==> config.mk <==
export PLATFORM = sky130hd
export DESIGN_NAME = apb_master_fsm
export DESIGN_NICKNAME = d
export VERILOG_FILES = /design/src/rtl/apb_master_fsm.sv
export SDC_FILE = /design/constraint.sdc
export NUM_CORES = 1
export LEC_CHECK = 0
export BUFFER_PORTS_ARGS = -buffer_cell sky130_fd_sc_hd__buf_2
export CAP_MARGIN = 20
export CORE_MARGIN = 3
export CORE_UTILIZATION = 35
export DETAILED_ROUTE_END_ITERATION = 6
export HOLD_SLACK_MARGIN = 0.02
export PLACE_DENSITY = 0.75
export SLEW_MARGIN = 30
export SYNTH_ARGS = -nofsm -noshare
export SYNTH_HDL_FRONTEND = slang
export SYNTH_SLANG_ARGS = --single-unit
==> constraint.sdc <==
create_clock -name PCLK -period 1.3 [get_ports PCLK]
set_input_delay 0.065 -clock PCLK [delete_from_list [all_inputs] [get_ports PCLK]]
set_output_delay 0.065 -clock PCLK [all_outputs]
set_load 0.03 [all_outputs]
==> src/rtl/apb_master_fsm.sv <==
// Purpose : APB requester; runs one SETUP->ACCESS transfer per accepted command.
// Latency : cmd accepted at edge N -> SETUP N+1, ACCESS N+2.., rsp_valid in N+3 with a zero-wait slave.
// Backpr. : cmd_ready only in IDLE; rsp_valid is a one-cycle pulse with no backpressure.
//
// Ports:
//   PCLK, PRESETn                 clock, async active-low reset
//   cmd_valid/cmd_ready           command handshake (cmd_write, cmd_addr, cmd_wdata)
//   rsp_valid/rsp_rdata/rsp_err   completion pulse, read data (0 on write/error), error flag
//   PADDR/PSEL/PENABLE/PWRITE/PWDATA, PRDATA/PREADY/PSLVERR   APB bus
//
// Optional build macro APB_MASTER_TIMEOUT_EN: aborts an ACCESS phase with rsp_err=1
// after TIMEOUT_CYCLES wait cycles with PREADY low. Without it ACCESS waits forever.
module apb_master_fsm #(
  parameter int unsigned DATA_WIDTH     = 32,
  parameter int unsigned ADDR_WIDTH     = 32,
  parameter int unsigned TIMEOUT_CYCLES = 16
) (
  input  logic                  PCLK,
  input  logic                  PRESETn,
  input  logic                  cmd_valid,
  output logic                  cmd_ready,
  input  logic                  cmd_write,
  input  logic [ADDR_WIDTH-1:0] cmd_addr,
  input  logic [DATA_WIDTH-1:0] cmd_wdata,
  output logic                  rsp_valid,
  output logic [DATA_WIDTH-1:0] rsp_rdata,
  output logic                  rsp_err,
  output logic [ADDR_WIDTH-1:0] PADDR,
  output logic                  PSEL,
  output logic                  PENABLE,
  output logic                  PWRITE,
  output logic [DATA_WIDTH-1:0] PWDATA,
  input  logic [DATA_WIDTH-1:0] PRDATA,
  input  logic                  PREADY,
  input  logic                  PSLVERR
);

  typedef enum logic [1:0] {
    IDLE   = 2'b00,
    SETUP  = 2'b01,
    ACCESS = 2'b10
  } state_t;

  state_t                state_q, state_d;
  logic [ADDR_WIDTH-1:0] paddr_d;
  logic                  psel_d, penable_d, pwrite_d;
  logic [DATA_WIDTH-1:0] pwdata_d;
  logic                  rsp_valid_d, rsp_err_d;
  logic [DATA_WIDTH-1:0] rsp_rdata_d;

`ifdef APB_MASTER_TIMEOUT_EN
  localparam int unsigned CNT_W = $clog2(TIMEOUT_CYCLES + 1);
  logic [CNT_W-1:0] wait_cnt_q, wait_cnt_d;
`else
  // The limit only matters in the timeout build; both builds keep one parameter set.
  if (TIMEOUT_CYCLES == 0) begin : g_timeout_cycles_unused
  end
`endif

  // Only cmd_ready is combinational, so a command can be accepted in the same
  // cycle the previous response pulse is seen (PSEL is already low there).
  assign cmd_ready = (state_q == IDLE);

  always_comb begin
    state_d     = state_q;
    paddr_d     = PADDR;
    psel_d      = PSEL;
    penable_d   = PENABLE;
    pwrite_d    = PWRITE;
    pwdata_d    = PWDATA;
    rsp_valid_d = 1'b0;
    rsp_err_d   = rsp_err;
    rsp_rdata_d = rsp_rdata;
`ifdef APB_MASTER_TIMEOUT_EN
    wait_cnt_d  = wait_cnt_q;
`endif
    case (state_q)
      IDLE: begin
        if (cmd_valid) begin
          paddr_d   = cmd_addr;
          pwrite_d  = cmd_write;
          pwdata_d  = cmd_wdata;
          psel_d    = 1'b1;
          penable_d = 1'b0;
          state_d   = SETUP;
        end
      end
      SETUP: begin
        penable_d = 1'b1;
        state_d   = ACCESS;
`ifdef APB_MASTER_TIMEOUT_EN
        wait_cnt_d = '0;
`endif
      end
      ACCESS: begin
        // PREADY=1 takes priority over the timeout when both land in one cycle.
        if (PREADY) begin
          psel_d      = 1'b0;
          penable_d   = 1'b0;
          rsp_valid_d = 1'b1;
          rsp_err_d   = PSLVERR;
          rsp_rdata_d = (!PWRITE && !PSLVERR) ? PRDATA : '0;
          state_d     = IDLE;
        end
`ifdef APB_MASTER_TIMEOUT_EN
        else if (wait_cnt_q == CNT_W'(TIMEOUT_CYCLES - 1)) begin
          // This is the TIMEOUT_CYCLES-th cycle with PREADY low: give up.
          psel_d      = 1'b0;
          penable_d   = 1'b0;
          rsp_valid_d = 1'b1;
          rsp_err_d   = 1'b1;
          rsp_rdata_d = '0;
          state_d     = IDLE;
        end else begin
          wait_cnt_d = wait_cnt_q + 1'b1;
        end
`endif
      end
      default: begin
        state_d   = IDLE;
        psel_d    = 1'b0;
        penable_d = 1'b0;
      end
    endcase
  end

  always_ff @(posedge PCLK or negedge PRESETn) begin
    if (!PRESETn) begin
      state_q   <= IDLE;
      PADDR     <= '0;
      PSEL      <= 1'b0;
      PENABLE   <= 1'b0;
      PWRITE    <= 1'b0;
      PWDATA    <= '0;
      rsp_valid <= 1'b0;
      rsp_err   <= 1'b0;
      rsp_rdata <= '0;
    end else begin
      state_q   <= state_d;
      PADDR     <= paddr_d;
      PSEL      <= psel_d;
      PENABLE   <= penable_d;
      PWRITE    <= pwrite_d;
      PWDATA    <= pwdata_d;
      rsp_valid <= rsp_valid_d;
      rsp_err   <= rsp_err_d;
      rsp_rdata <= rsp_rdata_d;
    end
  end

`ifdef APB_MASTER_TIMEOUT_EN
  always_ff @(posedge PCLK or negedge PRESETn) begin
    if (!PRESETn) begin
      wait_cnt_q <= '0;
    end else begin
      wait_cnt_q <= wait_cnt_d;
    end
  end
`endif

endmodule

# Word-level counts from Yosys, hierarchy flattened
# Index checks and enable logic that the tools add are counted.
totals:
  reg_bits: 103
  in_bits: 102
  output_inout_bits: 102
classes:
  n_eq_ne: 4
  muxes: 11
  n_bitwise: 1
  n_reduce_logical: 8
op_table:
  columns: ["op", "count"]
  rows:
  - ["$mux 32", 1]
  - ["$pmux 1 s3", 2]
  - ["$pmux 2 s3", 1]
  - ["$reduce_and 2->1", 3]
  - ["$mux 1", 5]
  - ["$mux 2", 2]
  - ["$ne 2x2->1 const B", 2]
  - ["$reduce_and 3->1", 1]
  - ["$eq 2x1->1 const B", 1]
  - ["$eq 2x2->1 const B", 1]
  - ["$logic_not 1->1", 2]
  - ["$logic_not 2->1", 1]
  - ["$logic_and 1x1->1", 1]
  - ["$not 1->1", 1]

# Logic depth before layout (Yosys ltp)
logic_depth:
  word_depth: 3
  depth_mapped: 5
  mapped_depth_nobuf: 3

# Worst setup path after synthesis
# Ideal clock, no wire load.
synth_path:
  path_type: "flip-flop to flip-flop"
  start: "reg, netlist name PENABLE"
  end: "reg PADDR[0]"
  setup_ns: 0.125
  t_arrival_ns: 1.653
  t_required_ns: 1.175
  setup_slack_ns: -0.478
  path_stages_with_launch: 6
  path_buffers: 2
  period_less_slack_ns: 1.778
  cell_sequence: "dfrtp_1 -> nor2_2 -> and2_4 -> buf_6 -> buf_12 -> mux2_4"
synth_rtl:
  columns: ["item", "line", "source"]
  rows:
  - ["end signal: assignment", "140", "PADDR <= paddr_d;"]
  - ["end: declaration", "28", "output logic [ADDR_WIDTH-1:0] PADDR,"]

# Worst setup path after layout
layout_path:
  start: "reg state_q[0]"
  end: "reg rsp_rdata[10]"
layout_via:
  elab_chain_cells: 2
layout_lines:
  columns: ["item", "line", "source"]
  rows:
  - ["start: declaration", "44", "state_t state_q, state_d;"]
  - ["start signal: assignment", "139", "state_q <= state_d;"]
  - ["$eq 2x2->1", "77", "case (state_q)"]
  - ["$reduce_and 2->1 (no source line)", null, null]
  - ["end signal: assignment", "147", "rsp_rdata <= rsp_rdata_d;"]
  - ["end: declaration", "26", "output logic [DATA_WIDTH-1:0] rsp_rdata,"]
# Every way passes these cells.
# A chain may end at the register's enable or synchronous reset.

==> results.sh <==
export IMPL_synth_most_common_cell="dfrtp_1"
export IMPL_cts_root_buf="clkbuf_16"
export IMPL_synth_area_leaders="dfrtp_1, mux2_4, mux2_2"
export IMPL_grt_pass1_vias=3916
export IMPL_timing_fmax_ghz=0.702
export IMPL_setup_viol=98
export IMPL_rsz0062_at_grt="true"
export IMPL_htree_levels=3
export IMPL_synth_edf_count=0
export IMPL_grt_max_degree=51
export IMPL_area_delta_synth_final_pct=70.2
export IMPL_insertion_delay_ns=0.34
export IMPL_met2_length_um=6770
export IMPL_multi_input_area_sq_mm=0.00144
export IMPL_violations="negative setup slack"
export IMPL_crit_family="buffers and inverters"
export IMPL_finClkSkew_ns=0.00449
export IMPL_relSlewSlack_pct=75.4
export IMPL_cp_depth=6
export IMPL_ant_nets=0
export IMPL_p_leak_uw=0.00346
export IMPL_route_detailed_drc=0
export IMPL_die_h_um=114
export IMPL_clk_pin_slew_ns=0.07
export IMPL_crit_top_cell="buf_6"
export IMPL_fin_crit_sh_pct=110
export IMPL_maxCapViolations=0
export IMPL_whs_endpoint="PENABLE"
export IMPL_synth_top_family_by_area="multiplexers"
export IMPL_vias=3600
export IMPL_path_buf_inv=3
export IMPL_synth_warning_count=0
export IMPL_synth_fa_ha_area_share_pct=0
export IMPL_cts_tree="built"
export IMPL_grt_usage_pct=19.6
export IMPL_max_clock_path_buffers=2
export IMPL_synth_compound_area_share_pct=4.54
export IMPL_dr_max_layer_used="met5"
export IMPL_viasPerCell=4.75
export IMPL_synth_seq_cells=102
export IMPL_antenna_found_initial=2
export IMPL_die_w_um=114
export IMPL_crit_fanout=9
export IMPL_path_cells="buf_6 > nand3b_1 > buf_6 > clkbuf_16 > nand2_1 > o21ai_1"
export IMPL_cp_data_required_time_ns=1.53
export IMPL_peakVddDrop_v=0.00152
export IMPL_hold_depth=3
export IMPL_avgSynthCellArea_sq_um=13.9
export IMPL_cp_end_kind="flip-flop"
export IMPL_slew_violations=0
export IMPL_syn_nets=394
export IMPL_wl_per_cell_um=17.0
export IMPL_finalHoldViolations=0
export IMPL_r2r_slack_ns=-0.12
export IMPL_crit_slowest_cell="dfrtp_1"
export IMPL_synth_distinct_cells=18
export IMPL_period_minus_slack_ns=1.42
export IMPL_dp_cells=636
export IMPL_dp_hpwl_um=7310
export IMPL_start_util_pct=36.6
export IMPL_slowest_delay_ns=0.42
export IMPL_yosysTopAreaCellShare_pct=63.0
export IMPL_yosys_top_cells_count="dfrtp_1, nand2_1, mux2_4, o21ai_0, mux2_2"
export IMPL_core_area_sq_mm=0.0111
export IMPL_drt_iter0_drc=197
export IMPL_synth_top_flop_cell="dfrtp_1"
export IMPL_wl_met3_um=920
export IMPL_min_from="PREADY"
export IMPL_cellPowerDensity_mw_per_mm2=2600
export IMPL_seq_area_sq_mm=0.00255
export IMPL_reg2reg_depth=6
export IMPL_yosysTopAreaCell="dfrtp_1"
export IMPL_synthArstFlopShare_pct=100
export IMPL_r2r_end="rsp_rdata[10]"
export IMPL_grt_pass1_wl_um=19800
export IMPL_tightest_slew_ns=0.369
export IMPL_syn_area_sq_mm=0.00405
export IMPL_numCtsBuffers=9
export IMPL_clock_sinks=102
export IMPL_layout_cells_non_filler=758
export IMPL_cp_start_kind="flip-flop"
export IMPL_synthMuxAreaShare_pct=21.9
export IMPL_port_buffers=203
export IMPL_n_fill_cell=812
export IMPL_synth_xor_area_share_pct=0
export IMPL_totalPowerFinal_uw=18000
export IMPL_drive_above_1_share_pct=52.8
export IMPL_grt_overflow=0
export IMPL_r2r_start="state_q[0]"
export IMPL_worst_slack_ns=-0.125
export IMPL_synthCells=292
export IMPL_rows=38
export IMPL_path_class="flip-flop to flip-flop"
export IMPL_dp_slack_ns=-0.118
export IMPL_dieArea_sq_mm=0.0129
export IMPL_hold_path_class="input port to flip-flop"
export IMPL_wl_met1_um=4650
export IMPL_num_io_pins=204
export IMPL_place_gp_congestion=0.791
export IMPL_finalNetCount=714
export IMPL_cp_arrival_ns=1.65
export IMPL_ys_seq_area_share_pct=63.0
export IMPL_status="finished, violations left"
export IMPL_first_pass_iters=4
export IMPL_yosys_area_share_simple_pct=6.70
export IMPL_finalWirelength_um=12900
## state kept, by name, indices dropped and copies added, names as in the netlist
| signal | flops |
|---|---|
| PADDR | 32 |
| PENABLE | 1 |
| rsp_err | 1 |
| PWRITE | 1 |
| rsp_valid | 1 |
| rsp_rdata | 32 |
| state_q | 1 |
| PWDATA | 32 |
| PSEL | 1 |
## cell type report
class | instances | area share, %
diodes | 1 | 0.0363
clock buffers | 9 | 3.26
clock inverters | 7 | 1.74
inverters | 3 | 0.163
multi-input cells | 170 | 20.8
flip-flops and latches | 102 | 37.0
well taps | 140 | 2.54
repair buffers | 326 | 34.4
## through the flow
step                TNS (ns)  util, %  cell area [sq um]  hold WS [ns]
floorplan             -19.00        -               4070        -0.231
global placement       -3.45     47.8               5300        0.0753
detailed placement     -5.61     47.8               5300        0.0811
CTS                    -6.72     60.8               6740        0.0220
global route          -13.68     62.3               6900        0.0368
finish                 -8.28     62.3               6900        0.0378
## tightest hold or removal path: stages
cell	delay [ns]
buf_2	0.10
nor3_1	0.04
a21o_1	0.14
## metal layers
layer | up-vias | track usage, %
met5 | - | 0
met4 | 2 | 10.1
met3 | 47 | 5.41
met2 | 174 | 34.9
met1 | 1748 | 21.2
li1 | 1629 | -
## where the power goes
part | switching [uW] | leakage (uW) | internal, uW | total, uW
logic | 5550 | 0.00205 | 3580 | 9130
registers | 954 | 0.00125 | 4780 | 5730
clock network | 1200 | 0.000166 | 1890 | 3100
## worst max path at each step
| stage | startpoint | slack [ns] | to |
|---|---|---|---|
| finish | state_q[0] | -0.12 | rsp_rdata[10] |
| global route | state_q[0] | -0.19 | rsp_rdata[10] |
| CTS | PENABLE | -0.14 | PWDATA[0] |
| detailed placement | PENABLE | -0.12 | PWDATA[1] |
| global placement | PENABLE | -0.09 | PWDATA[31] |
| floorplan | PENABLE | -0.31 | PADDR[0] |
## layout by cell type, fill, tap and decap left out
cell type      instances
dfrtp_1              101
clkbuf_4               1
buf_4                  5
diode_2                1
buf_16                 2
nor3_1                 1
a22oi_1                1
o21ai_1               11
and2_4                 1
clkinv_2               1
mux2_4                45
inv_6                  2
nor2_2                 1
dlygate4sd3_1         99
buf_6                  8
nand2_4                2
nand3b_1               1
o2bb2ai_1              1
o21ai_0               12
o21ai_2                8
bufinv_16              3
buf_2                202
mux2_2                21
nand2_2                2
nor2_4                 1
nand2_1               60
clkbuf_16             12
a21o_1                 1
buf_12                 4
clkinvlp_4             1
buf_8                  2
o21ai_4                1
dfrtp_2                1
inv_1                  3
## timing repair
item,CTS,global route
gates resized for setup,23,34
pin swaps,1,4
endpoints found under the setup margin,96,98
gates cloned,2,4
endpoints found under the hold margin,200,0
hold buffers,99,0
setup buffers,1,0
## cell families (layout without fill, tap and decap cells)
logic type,after synthesis,in the layout
flip-flops,102,102
multiplexers,66,66
other,0,1
buffers and inverters,20,345
AND/OR/NAND/NOR,69,69
AO/OA/AOI/OAI,35,35
Power figures use the tool's default switching activity.
